### config.mk
export PLATFORM = sky130hd
export DESIGN_NAME = cpu_boot_ctrl
export DESIGN_NICKNAME = d
export VERILOG_FILES = /design/src/rtl/cpu_boot_ctrl.sv
export SDC_FILE = /design/constraint.sdc
export NUM_CORES = 1
export LEC_CHECK = 0
export BUFFER_PORTS_ARGS = -buffer_cell sky130_fd_sc_hd__buf_4
export CORE_AREA = 2 2 143 145
export CTS_BUF_LIST = sky130_fd_sc_hd__clkbuf_16
export DETAILED_ROUTE_END_ITERATION = 12
export DIE_AREA = 0 0 145 147
export PLACE_DENSITY = 0.55
export SETUP_SLACK_MARGIN = 0.02
export SYNTH_ARGS = -nofsm -noshare
export SYNTH_HDL_FRONTEND = slang
export SYNTH_SLANG_ARGS = --single-unit
export TNS_END_PERCENT = 30
### constraint.sdc
create_clock -name clk_i -period 4.2 [get_ports clk_i]
set_input_delay 0.84 -clock clk_i [delete_from_list [all_inputs] [get_ports clk_i]]
set_output_delay 0.84 -clock clk_i [all_outputs]
set_load 0.02 [all_outputs]
### src/rtl/cpu_boot_ctrl.sv
// cpu_boot_ctrl
//   Runs one program on the pipelined RISC-V cpu. It streams a program into
//   instruction memory over the cpu's ext port, then holds cpu enable high for a
//   programmed cycle budget. When read-back is built in, it then reads a window of
//   data memory over the cpu's second ext port and streams that window out.
//
// Build option
//   BOOT_DUMP_EN  When defined, the data-memory read-back phase is included.
//                 When undefined, the controller goes to DONE at the end of the run,
//                 and the dmem/dump outputs are tied to 0.
//
// Ports
//   clk_i          clock; all logic is on the rising edge
//   rst_i          synchronous reset, active high
//   start_i        1-cycle pulse that begins a load; honoured only in IDLE/DONE
//   run_cycles_i   cpu-enable cycle budget, latched when start is accepted
//   ld_valid_i     program word valid
//   ld_ready_o     program word accepted (high throughout LOAD)
//   ld_data_i      program word
//   ld_last_i      marks the final program word
//   imem_addr_o    byte address to the cpu addr_ext
//   imem_wen_o     write enable to the cpu wen_ext
//   imem_wdata_o   write data to the cpu wdata_ext
//   cpu_enable_o   cpu enable
//   dmem_addr_o    byte address to the cpu addr_ext_2
//   dmem_ren_o     read enable to the cpu ren_ext_2
//   dmem_rdata_i   read data from the cpu rdata_ext_2, valid 1 cycle after dmem_ren_o
//   dump_valid_o   read-back word valid
//   dump_ready_i   consumer accepts the read-back word
//   dump_data_o    read-back word
//   busy_o         state is neither IDLE nor DONE
//   done_o         high in DONE
//   err_o          program overflow; sticky until the next accepted start

module cpu_boot_ctrl #(
    parameter int unsigned IMEM_WORDS = 512,
    parameter int unsigned DUMP_WORDS = 16,
    parameter int unsigned CNT_W      = 32
) (
    input  logic             clk_i,
    input  logic             rst_i,
    input  logic             start_i,
    input  logic [CNT_W-1:0] run_cycles_i,
    input  logic             ld_valid_i,
    output logic             ld_ready_o,
    input  logic [31:0]      ld_data_i,
    input  logic             ld_last_i,
    output logic [63:0]      imem_addr_o,
    output logic             imem_wen_o,
    output logic [31:0]      imem_wdata_o,
    output logic             cpu_enable_o,
    output logic [63:0]      dmem_addr_o,
    output logic             dmem_ren_o,
    input  logic [63:0]      dmem_rdata_i,
    output logic             dump_valid_o,
    input  logic             dump_ready_i,
    output logic [63:0]      dump_data_o,
    output logic             busy_o,
    output logic             done_o,
    output logic             err_o
);

    localparam int unsigned IDX_W  = $clog2(IMEM_WORDS + 1);
    localparam int unsigned DIDX_W = (DUMP_WORDS > 1) ? $clog2(DUMP_WORDS) : 1;

    // Index value at which a further accepted word no longer fits in imem.
    localparam logic [IDX_W-1:0] IMEM_FULL = IDX_W'(IMEM_WORDS);

    typedef enum logic [2:0] {
        StIdle,
        StLoad,
        StRun,
        StDreq,
        StDwait,
        StDout,
        StDone
    } state_e;

    // Where the controller goes once the cpu-enable budget is spent (or is zero).
`ifdef BOOT_DUMP_EN
    localparam state_e StPostRun = StDreq;
    localparam logic [DIDX_W-1:0] DUMP_LAST = DIDX_W'(DUMP_WORDS - 1);
`else
    localparam state_e StPostRun = StDone;
`endif

    state_e           state_q, state_d;
    logic [IDX_W-1:0] idx_q, idx_d;
    logic [CNT_W-1:0] cnt_q, cnt_d;
    logic             err_q, err_d;

`ifdef BOOT_DUMP_EN
    logic [DIDX_W-1:0] didx_q, didx_d;
    logic [63:0]       dump_data_q, dump_data_d;
`endif

    always_ff @(posedge clk_i) begin
        if (rst_i) begin
            state_q     <= StIdle;
            idx_q       <= '0;
            cnt_q       <= '0;
            err_q       <= 1'b0;
`ifdef BOOT_DUMP_EN
            didx_q      <= '0;
            dump_data_q <= '0;
`endif
        end else begin
            state_q     <= state_d;
            idx_q       <= idx_d;
            cnt_q       <= cnt_d;
            err_q       <= err_d;
`ifdef BOOT_DUMP_EN
            didx_q      <= didx_d;
            dump_data_q <= dump_data_d;
`endif
        end
    end

    always_comb begin
        state_d      = state_q;
        idx_d        = idx_q;
        cnt_d        = cnt_q;
        err_d        = err_q;
        ld_ready_o   = 1'b0;
        imem_addr_o  = '0;
        imem_wen_o   = 1'b0;
        imem_wdata_o = '0;
        cpu_enable_o = 1'b0;
`ifdef BOOT_DUMP_EN
        didx_d       = didx_q;
        dump_data_d  = dump_data_q;
        dmem_addr_o  = '0;
        dmem_ren_o   = 1'b0;
        dump_valid_o = 1'b0;
`endif

        unique case (state_q)
            StIdle, StDone: begin
                if (start_i) begin
                    state_d = StLoad;
                    err_d   = 1'b0;
                    cnt_d   = run_cycles_i;
                    idx_d   = '0;
`ifdef BOOT_DUMP_EN
                    didx_d  = '0;
`endif
                end
            end

            StLoad: begin
                ld_ready_o   = 1'b1;
                imem_addr_o  = 64'({idx_q, 2'b00});
                imem_wdata_o = ld_data_i;
                if (ld_valid_i) begin
                    if (idx_q == IMEM_FULL) begin
                        // Overflow word is swallowed, not written.
                        err_d   = 1'b1;
                        state_d = StDone;
                    end else begin
                        imem_wen_o = 1'b1;
                        idx_d      = idx_q + IDX_W'(1);
                        if (ld_last_i) begin
                            state_d = (cnt_q == '0) ? StPostRun : StRun;
                        end
                    end
                end
            end

            StRun: begin
                // cnt_q is never 0 here: a zero budget skips RUN entirely.
                cpu_enable_o = 1'b1;
                if (cnt_q == CNT_W'(1)) begin
                    state_d = StPostRun;
                end else begin
                    cnt_d = cnt_q - CNT_W'(1);
                end
            end

`ifdef BOOT_DUMP_EN
            StDreq: begin
                dmem_ren_o  = 1'b1;
                dmem_addr_o = 64'({didx_q, 3'b000});
                state_d     = StDwait;
            end

            StDwait: begin
                dump_data_d = dmem_rdata_i;
                state_d     = StDout;
            end

            StDout: begin
                dump_valid_o = 1'b1;
                if (dump_ready_i) begin
                    if (didx_q == DUMP_LAST) begin
                        state_d = StDone;
                    end else begin
                        didx_d  = didx_q + DIDX_W'(1);
                        state_d = StDreq;
                    end
                end
            end
`endif

            default: begin
                state_d = StIdle;
            end
        endcase
    end

`ifdef BOOT_DUMP_EN
    assign dump_data_o = dump_data_q;
`else
    assign dmem_addr_o  = '0;
    assign dmem_ren_o   = 1'b0;
    assign dump_valid_o = 1'b0;
    assign dump_data_o  = '0;

    // Read-back inputs have no function in this build.
    logic unused_dump_inputs;
    assign unused_dump_inputs = ^{dmem_rdata_i, dump_ready_i};
`endif

    assign busy_o = (state_q != StIdle) && (state_q != StDone);
    assign done_o = (state_q == StDone);
    assign err_o  = err_q;

endmodule

# Word level (Yosys, flattened, before mapping)
# Cells that the tools add are included.
# totals
ff_bits	46
latch_bits	0
ramBits	0
mem_bits_ro	0
inputBits	134
output_inout_bits	232
elab_cells	55
mem_count	0
# op_classes
addsub	2
mul	0
n_div	0
magnitude_cmp	0
eq_ne	13
n_shift	0
mux	25
n_bitwise	0
reduce_logical	11
# ops
cell	count
2-to-1 mux 32 bit	3
one-hot mux 32 bit (2 select lines)	1
equality test 32 x 1 -> 1 bit, second input constant	1
logical NOT 32 bit	1
subtractor 32 x 1 -> 32 bit, second input constant	1
2-to-1 mux 10 bit	3
one-hot mux 10 bit (2 select lines)	1
2-to-1 mux 3 bit	6
2-to-1 mux 12 bit	1
!= test 2 bit, second input constant	6
AND reduction 4 bit	3
adder 10 x 1 -> 10 bit, second input constant	1
equality test 10 bit, second input constant	1
one-hot mux 3 bit (3 select lines)	1
2-to-1 mux 1 bit	8
!= test 3 bit, second input constant	2
nonzero test 2 bit	2
equality test 3 x 1 -> 1 bit, second input constant	1
equality test 3 x 2 -> 1 bit, second input constant	1
equality test 3 bit, second input constant	1
logical NOT 3 bit	1
AND reduction 3 bit	1
nonzero test 3 bit	1
one-hot mux 1 bit (2 select lines)	1
other kinds (2)	2

# Longest topological paths before layout
# Gate-level depths: netlist of run 1.
# logic_depth
word_depth	6
mapped_depth	10
mapped_depth_nobuf	7

# Worst setup path after synthesis of run 1
# Ideal clock, no wire load.
# synth_path
path_kind	reg2reg
startpoint	register cnt_q[4]
endpoint	register cnt_q[26]
setup_ns	0.117
arrival_ns	2.529
required_time_ns	4.083
setup_slack_ns	1.554
path_stages_with_launch	8
path_buffers	2
synth_period_minus_slack_ns	2.646
path_cell_list	dfxtp_1 -> or4_1 -> buf_2 -> or4_4 -> buf_6 -> or2_4 -> or4_1 -> a32o_1
# synth_via
elab_chain_cells	3
elab_cells_between_ends	6
classes_between	add/sub: 1; eq/ne: 2; mux: 2; reduce/logical: 1
# synth_rtl
element	line	source
from (decl)	89	logic [CNT_W-1:0] cnt_q, cnt_d;
from (signal assigned)	110	cnt_q <= cnt_d;
subtractor 32 x 1 -> 32 bit / equality test 32 x 1 -> 1 bit (equally long branches)	175, 172	
2-to-1 mux 32 bit / != test 2 bit (equally long branches)	-	
one-hot mux 32 bit (2 select lines) / AND reduction 3 bit (equally long branches)	-	
# Parallel ways exist; a longest one is shown, timed or not. The select of a mux whose other input is x is not followed.
# A chain may end at the register's enable or synchronous reset.

# Final worst setup path of run 1
# Same ends and word-level chain as after synthesis.

==> impl_metrics.yaml, run 1 <==
sta:
  hold_viol_final: 0
  clock_skew_ns: 0.00679
  setup_viol: 0
  fmax_mhz: 312
  maxSlewHeadroom: 0.366
  post-route-period-util: 0.762
  fin_tns_setup_ns: 0
  period_minus_slack_ns: 3.20
  timing.final.ws_setup_ns: 0.999
  drv_slew: 0
  grt_setup_unrepaired: "false"
  worst-slew-pin-transition_ns: 0.952
setup_path:
  crit_type: "register to register"
  required_ns: 4.39
  cp_max_fo: 22
  r2r-start: "cnt_q[4]"
  rrSetupSlack_ns: 1.0
  crit_path_start_kind: "register"
  startpoint: "cnt_q[4]"
  endpoint_kind: "register"
  worst_ep_arrival_time_ns: 3.39
power:
  p_per_area_nw_per_um2: 363
  p_leak_nw: 2.50
  ir_drop_v: 0.000149
global_routing:
  overflow: 0
  grt.met3_usage: 0.0273
  grt.total_usage: 0.113
  grt_max_degree: 45
  grt_pass1_wl_um: 19500
  met1_usage: 0.151
  grtUsageMet2: 0.179
  grt_pass1_vias: 3624
  antenna_found_initial: 0
  busiest_layer: "met2"
placed_design:
  gp_congestion: 0.808
  dp_hpwl_um: 9610
  place_worst_setup_slack_ns: 1.01
  place.port_buffers: 116
die:
  core_um2: 19800
  die_x_um: 145
  die_area_um2: 21300
  die_h_um: 147
  start_util: 0.237
  ios: 366
  num_rows: 52
clocking:
  htree_levels: 2
  cts_tree: "yes"
  cts-buffers-inserted: 5
  cts_hold_buf: 0
  cts_resized: 0
  clkSinkCount: 46
  clk_path_buf_depth: 2
  clock_tree.root_cell: "clkbuf_16"
  path_clk_slew_ns: 0.07
  worstSkewPairLatency_ns: 0.30
  cts_setup_buffers: 0
yosys:
  synth-main-ff-cell: "dfxtp_1"
  ys_ff_latch: 46
  synthCells: 612
  synth_cell_types: 69
  syn_avg_cell_area_um2: 7.70
  syn_area_um2: 4710
  async_flop_share: 0
  yosys_warnings: 0
  ys_seq_area_frac: 0.196
  synth_edf_count: 0
detailed_routing:
  first_iter_violations: 243
  vias_per_cell: 4.37
  wl_per_cell_um: 13.3
  drt_pass1_iterations: 5
  ant_nets: 0
  vias: 4253
  drc_errors: 0
  routed_wl_um: 12900
min_path:
  hp-class: "register to register"
  min_from: "err_o"
final_layout:
  area_growth_pct: 11.1
  final_nets: 841
  layout-drive-gt1-share: 0.216
  antenna_cells: 0
outcome:
  outcome: "completed"
job:
  drv_cap: 0
==> layout by cell type (no fill, tap or decap), types with 9 or more instances in the layout <==
| cell type | synthesis | final |
|---|---|---|
| a21oi_1 | 23 | 23 |
| inv_1 | 12 | 14 |
| conb_1 | 1 | 184 |
| o32ai_1 | 11 | 11 |
| and3_1 | 44 | 44 |
| nor4_1 | 14 | 13 |
| a31oi_1 | 14 | 14 |
| nand3_1 | 16 | 16 |
| buf_4 | 186 | 124 |
| nor3_1 | 9 | 9 |
| dfxtp_1 | 46 | 46 |
| nand2_1 | 31 | 31 |
| nor2_1 | 32 | 32 |
==> cells in the mapped netlist, types with 8 or more instances <==
| cell | number | share of area |
|---|---|---|
| inv_1 | 12 | 0.0096 |
| or4_1 | 8 | 0.013 |
| dfxtp_1 | 46 | 0.20 |
| clkbuf_1 | 27 | 0.022 |
| o32ai_1 | 11 | 0.020 |
| a31oi_1 | 14 | 0.019 |
| nor2_1 | 32 | 0.026 |
| nand3_1 | 16 | 0.017 |
| and3_1 | 44 | 0.058 |
| nand2_1 | 31 | 0.025 |
| nor4_1 | 14 | 0.019 |
| buf_4 | 186 | 0.30 |
| a21oi_1 | 23 | 0.024 |
| o21ai_0 | 8 | 0.0085 |
| nor3_1 | 9 | 0.0096 |
==> cell type report <==
cell class | count | area (um2)
Clock buffer | 5 | 125
Sequential cell | 46 | 921
Inverter | 13 | 48.8
Tap cell | 270 | 338
Fill cell | 2220 | 14600
Multi-Input combinational cell | 513 | 2830
Clock inverter | 3 | 37.5
Timing Repair Buffer | 124 | 931
==> cell families after synthesis <==
family                     after synthesis  synth area share
and+or+nand+nor                        194             0.227
other                                    1          0.000796
adders and majority gates                4            0.0106
DFF                                     46             0.196
buffers and inverters                  236             0.351
AOI/OAI and AO/OA                      120             0.192
xor gates and xnor gates                 6            0.0112
muxes                                    5            0.0120
==> routing by layer <==
layer  vias to the layer above  part of all wire
li1                       2020                 -
met1                      1972              0.44
met2                       248              0.46
met3                        13             0.092
met4                         0             0.013
met5                         -                 0
==> state kept, by name (all words and copies together) (netlist names) <==
| name | flops |
|---|---|
| cnt_q | 32 |
| state_q | 3 |
| err_o | 1 |
| idx_q | 10 |
==> through the flow <==
stage	instance area (um2)	hold slack (ns)	total power, mW	std cells	utilization
after floorplan	5400	0.439	1.34	795	-
final	5230	0.459	1.90	974	0.264
after CTS	5230	0.463	1.91	974	0.264
after detailed placement	5070	0.453	1.44	966	0.255
after global placement	5070	0.453	1.44	966	0.255
after global routing	5230	0.492	2.02	974	0.264
==> where the power goes <==
part	switching [mW]	total [mW]	internal, mW	leakage [nW]
clock	0.181	0.458	0.277	0.0864
combinational	0.590	0.886	0.296	2.03
sequential	0.0667	0.555	0.488	0.377
==> final timing paths <==
path / endpoint / depth (start not counted)
max: cnt_q[26] / 5
min: err_o / 2
max reg2reg: cnt_q[26] / 5
min reg2reg: err_o / 2
==> worst max-delay path, cell delays in order, from the launching register on <==
cell and delay (ns):
dfxtp_1 0.36, or4_1 0.67, or4_4 0.64, o31ai_4 0.83, a21oi_1 0.31, a32o_1 0.28
Note: power is estimated with default switching activity, not from simulation.
==> inputs of run 2 (changes only) <==
Settings changed: CORE_AREA 2 2 143 145 to 2 2 142 144, DIE_AREA 0 0 145 147 to 0 0 144 146, PLACE_DENSITY 0.55 to 0.57.
Clock period 4.2 ns to 2.59 ns, I/O delays scaled along.
==> run 2 against run 1 <==
Utilization is 1.9 points higher; total power up 67%; via count is 1.1% higher; sequential power grew 59%; register-to-register slack lost 0.94 ns; clock power is 42% higher; maximum frequency is 26% higher; global-route usage up 0.78 points; critical path depth is the same; hold slack improved by 0.0055 ns; setup slack got worse by 0.94 ns; critical path type unchanged; critical endpoint unchanged; largest power group unchanged.
==> impl_metrics.yaml, run 2 (same netlist as run 1, synthesis figures left out) <==
final_layout:
  design_area_um2: 5460
  regMostFlops: "cnt_q"
  largest_reg_flops: 32
  multi_input_area_um2: 2850
  ff_latch_area_um2: 925
  area_growth_pct: 16.0
  layout-drive-gt1-share: 0.256
  final_common_cell: "conb_1"
  fillers: 2138
  reg.largest.list: "cnt_q x32, idx_q x10, state_q x3"
  final_nets: 868
  antenna_cells: 0
  most-common-layout-cells: "conb_1 (184), buf_4 (148), and3_1 (44)"
setup_path:
  timing.critical_path.buf_inv: 0
  cp_max_fo: 5
  required_ns: 2.78
  crit_type: "register to register"
  path_cells: "or4_4, or4_4, or2_4, or4_4, a32o_1"
  crit_path_start_kind: "register"
  worst_ep_arrival_time_ns: 2.72
  cp_slowest_stage_delay_ns: 0.56
  cpMostUsedCell: "or4_4"
  crit_path_top_delay_cell: "or4_4"
  endpoint_kind: "register"
  cp_top_family: "simple AND/OR/NAND/NOR gates"
placed_design:
  dpl-instance-area_um2: 5310
  place_worst_setup_slack_ns: 0.0361
  dp_hpwl_um: 10200
  place.port_buffers: 116
  gp_congestion: 0.757
die:
  die_x_um: 144
  die_h_um: 146
  ios: 366
  die_area_um2: 21000
  num_rows: 51
  start_util: 0.244
  core_um2: 19300
sta:
  hold_viol_final: 0
  worst-slew-pin-transition_ns: 0.526
  fmax_mhz: 395
  hold_ws_ns: 0.465
  grt_setup_unrepaired: "true"
  maxSlewHeadroom: 0.648
  period_minus_slack_ns: 2.53
  drv_slew: 0
  timing.final.ws_setup_ns: 0.0578
  fin_tns_setup_ns: 0
  post-route-period-util: 0.978
  clock_skew_ns: 0.00673
  setup_viol: 0
detailed_routing:
  drc_errors: 0
  ant_nets: 0
  drt_pass1_iterations: 5
  vias_per_cell: 4.32
  first_iter_violations: 343
  vias: 4298
  wl_per_cell_um: 13.5
  routed_wl_um: 13500
min_path:
  hp-class: "register to register"
power:
  p_leak_nw: 2.63
  p_per_area_nw_per_um2: 579
  ir_drop_v: 0.000232
clocking:
  cts-buffers-inserted: 5
  path_clk_slew_ns: 0.07
  clock_tree.root_cell: "clkbuf_16"
  clkSinkCount: 46
  clk_path_buf_depth: 2
  htree_levels: 2
  cts_tree: "yes"
  worstSkewPairLatency_ns: 0.29
global_routing:
  grt_pass1_wl_um: 20500
  overflow: 0
  grt.total_usage: 0.120
  grt_max_degree: 45
  grt_pass1_vias: 3788
  antenna_found_initial: 0
job:
  drv_cap: 0
outcome:
  outcome: "completed"
## run 2: worst paths after layout
kind	from	slack, ns	depth (start not counted)	endpoint
worst max-delay path	cnt_q[9]	0.06	5	cnt_q[26]
worst max register to register	cnt_q[9]	0.06	5	cnt_q[26]
worst min-delay path	cnt_q[23]	0.46	2	cnt_q[23]
worst min register to register	cnt_q[23]	0.46	2	cnt_q[23]
## run 2: where the power goes
group	switching, mW	internal, mW	leakage, nW
clock	0.297	0.353	0.0672
combinational	1.02	0.613	2.19
sequential	0.0880	0.793	0.378
## run 2: what timing repair did
action                     4_1_cts  5_1_grt
setup endpoints to repair        1        5
pin swaps                        1        1
hold buffers                     0        0
resized for setup                0        3
buffers inserted                 0        0
## run 2: tightest hold or removal path, stage by stage, from the launching register on
cell	delay, ns
dfxtp_1	0.31
nand2_1	0.05
o32ai_1	0.05
## run 2: routing by layer
layer	up-vias	part of all wire	track usage	wire, um
met5	-	0	0	0
met4	0	0.0093	0.0319	125
met3	6	0.086	0.0211	1160
met2	208	0.48	0.197	6460
met1	2005	0.43	0.162	5720
li1	2079	-	-	-
## run 2: layout make-up
class / count / share of cell area
inverters: 13 / 0.00893
clock buffers: 5 / 0.0229
multi-input cells: 513 / 0.521
flip-flops and latches: 46 / 0.169
clock inverters: 3 / 0.00298
well taps: 265 / 0.0607
repair buffers: 151 / 0.214
## run 2: stage by stage
stage               total power [mW]  std cells   util
CTS                             3.17        996  0.282
global placement                2.51        988  0.275
finish                          3.17        996  0.283
global route                    3.36        996  0.283
floorplan                       2.19        795      -
detailed placement              2.51        988  0.275
==> inputs of run 3 (changes only) <==
Settings changed: CORE_AREA 2 2 142 144 to 2 2 143 145, DIE_AREA 0 0 144 146 to 0 0 145 147, PLACE_DENSITY 0.57 to unset.
Clock period 2.59 ns to 2.84 ns, I/O delays scaled along.
==> run 3 against run 2 <==
Sequential cell count unchanged; die area increased by 1.4%; combinational power decreased by 13%; hold slack about the same; setup slack improved by 0.14 ns; design area decreased by 2.2%; global-route usage decreased by 0.057 points; largest cell class unchanged.
==> impl_metrics.yaml, run 3 (same netlist as run 1, synthesis figures left out) <==
outcome:
  outcome: "completed"
die:
  ios: 366
  die_h_um: 147
  core_um2: 19800
  num_rows: 52
  die_area_um2: 21300
  die_x_um: 145
  start_util: 0.237
placed_design:
  gp_congestion: 0.837
  place.port_buffers: 116
  dp_hpwl_um: 10300
  dp.cells: 980
final_layout:
  most-common-layout-cells: "conb_1 (184), buf_4 (137), dfxtp_1 (46)"
  layout-drive-gt1-share: 0.232
  final_common_cell: "conb_1"
  regMostFlops: "cnt_q"
  reg.largest.list: "cnt_q x32, idx_q x10, state_q x3"
  area_growth_pct: 13.5
  stdcell_count: 987
  largest_reg_flops: 32
  antenna_cells: 0
  final_nets: 855
clocking:
  worstSkewPairLatency_ns: 0.30
  clock_tree.root_cell: "clkbuf_16"
  clk_path_buf_depth: 2
  htree_levels: 2
  cts_tree: "yes"
  clkSinkCount: 46
  cts_resized: 0
  cts_setup_buffers: 0
  cts-buffers-inserted: 5
  cts_hold_buf: 0
  path_clk_slew_ns: 0.07
sta:
  worst-slew-pin-transition_ns: 0.741
  period_minus_slack_ns: 2.64
  maxSlewHeadroom: 0.505
  clock_skew_ns: 0.00855
  drv_slew: 0
  fmax_mhz: 379
  hold_viol_final: 0
  fin_tns_setup_ns: 0
  setup_viol: 0
  grt_setup_unrepaired: "false"
  post-route-period-util: 0.930
setup_path:
  rrSetupSlack_ns: 0.20
  crit_type: "register to register"
  rr_worst_depth: 5
  required_ns: 3.03
  worst_ep_arrival_time_ns: 2.83
  cp_max_fo: 8
  endpoint_kind: "register"
  crit_path_start_kind: "register"
  reg2reg_to: "cnt_q[26]"
  r2r-start: "cnt_q[5]"
global_routing:
  grt_pass1_vias: 3694
  grt_max_degree: 45
  grt_pass1_wl_um: 20500
  grt.total_usage: 0.120
  antenna_found_initial: 0
  overflow: 0
detailed_routing:
  vias: 4332
  drt_pass1_iterations: 5
  routed_wl_um: 13500
  ant_nets: 0
  vias_per_cell: 4.39
  drc_errors: 0
  first_iter_violations: 308
  wl_per_cell_um: 13.7
min_path:
  hp-class: "register to register"
  min_from: "err_o"
  hold_depth: 2
  whs_endpoint: "err_o"
power:
  p_per_area_nw_per_um2: 542
  ir_drop_v: 0.000264
  p_leak_nw: 2.56
job:
  drv_cap: 0
==> run 3: cell types whose count changed in the layout (fill, tap and decap cells not counted) <==
cell,previous run,this run
ha_1,3,4
or4_1,6,8
or4_4,3,1
bufinv_16,0,1
buf_12,3,1
buf_4,148,137
clkinvlp_4,1,0
clkinv_2,1,0
dfxtp_1,43,46
dfxtp_2,3,0
nor3b_2,1,0
nor3b_1,2,3
ha_2,1,0
==> run 3: final cells by class <==
type	count	area [um2]
well taps	270	338
repair buffers	138	1050
clock buffers	5	125
flip-flops and latches	46	921
multi-input cells	513	2830
inverters	13	48.8
clock inverters	2	33.8
fillers	2192	14500
==> run 3: power breakdown <==
group / leakage, nW / total [mW] / switching [mW] / internal (mW)
sequential: 0.377 / 0.815 / 0.0930 / 0.722
combinational: 2.10 / 1.41 / 0.909 / 0.496
clock: 0.0773 / 0.678 / 0.270 / 0.408
total: 2.56 / 2.90 / 1.27 / 1.63
==> run 3: routing by layer <==
layer  up-vias  track usage  routed length [um]
li1       2047            -                   -
met1      2014        0.167                6080
met2       256        0.190                6100
met3        15       0.0267                1180
met4         0       0.0262                 177
met5         -            0                   0
==> run 3: how the worst max path moves through the flow <==
stage | to | start
floorplan | cnt_q[26] | cnt_q[4]
global placement | cnt_q[26] | cnt_q[5]
detailed placement | cnt_q[26] | cnt_q[5]
CTS | cnt_q[26] | cnt_q[5]
global route | cnt_q[16] | cnt_q[0]
finish | cnt_q[26] | cnt_q[5]
==> run 3: critical path, cell delays in order (launching register included) <==
cell	delay, ns
dfxtp_1	0.36
or4_1	0.57
or4_4	0.62
or2_4	0.31
or4_1	0.41
a32o_1	0.27
==> run 3: through the flow <==
step	util	hold WS, ns	instance area (um2)	power [mW]	setup WS, ns
3_5_place_dp	0.261	0.460	5190	2.21	0.227
4_1_cts	0.269	0.469	5350	2.89	0.202
3_3_place_gp	0.261	0.452	5190	2.21	0.238
5_1_grt	0.269	0.482	5350	3.07	0.137
6_report	0.269	0.465	5350	2.90	0.200
2_1_floorplan	-	0.439	5400	1.99	0.194
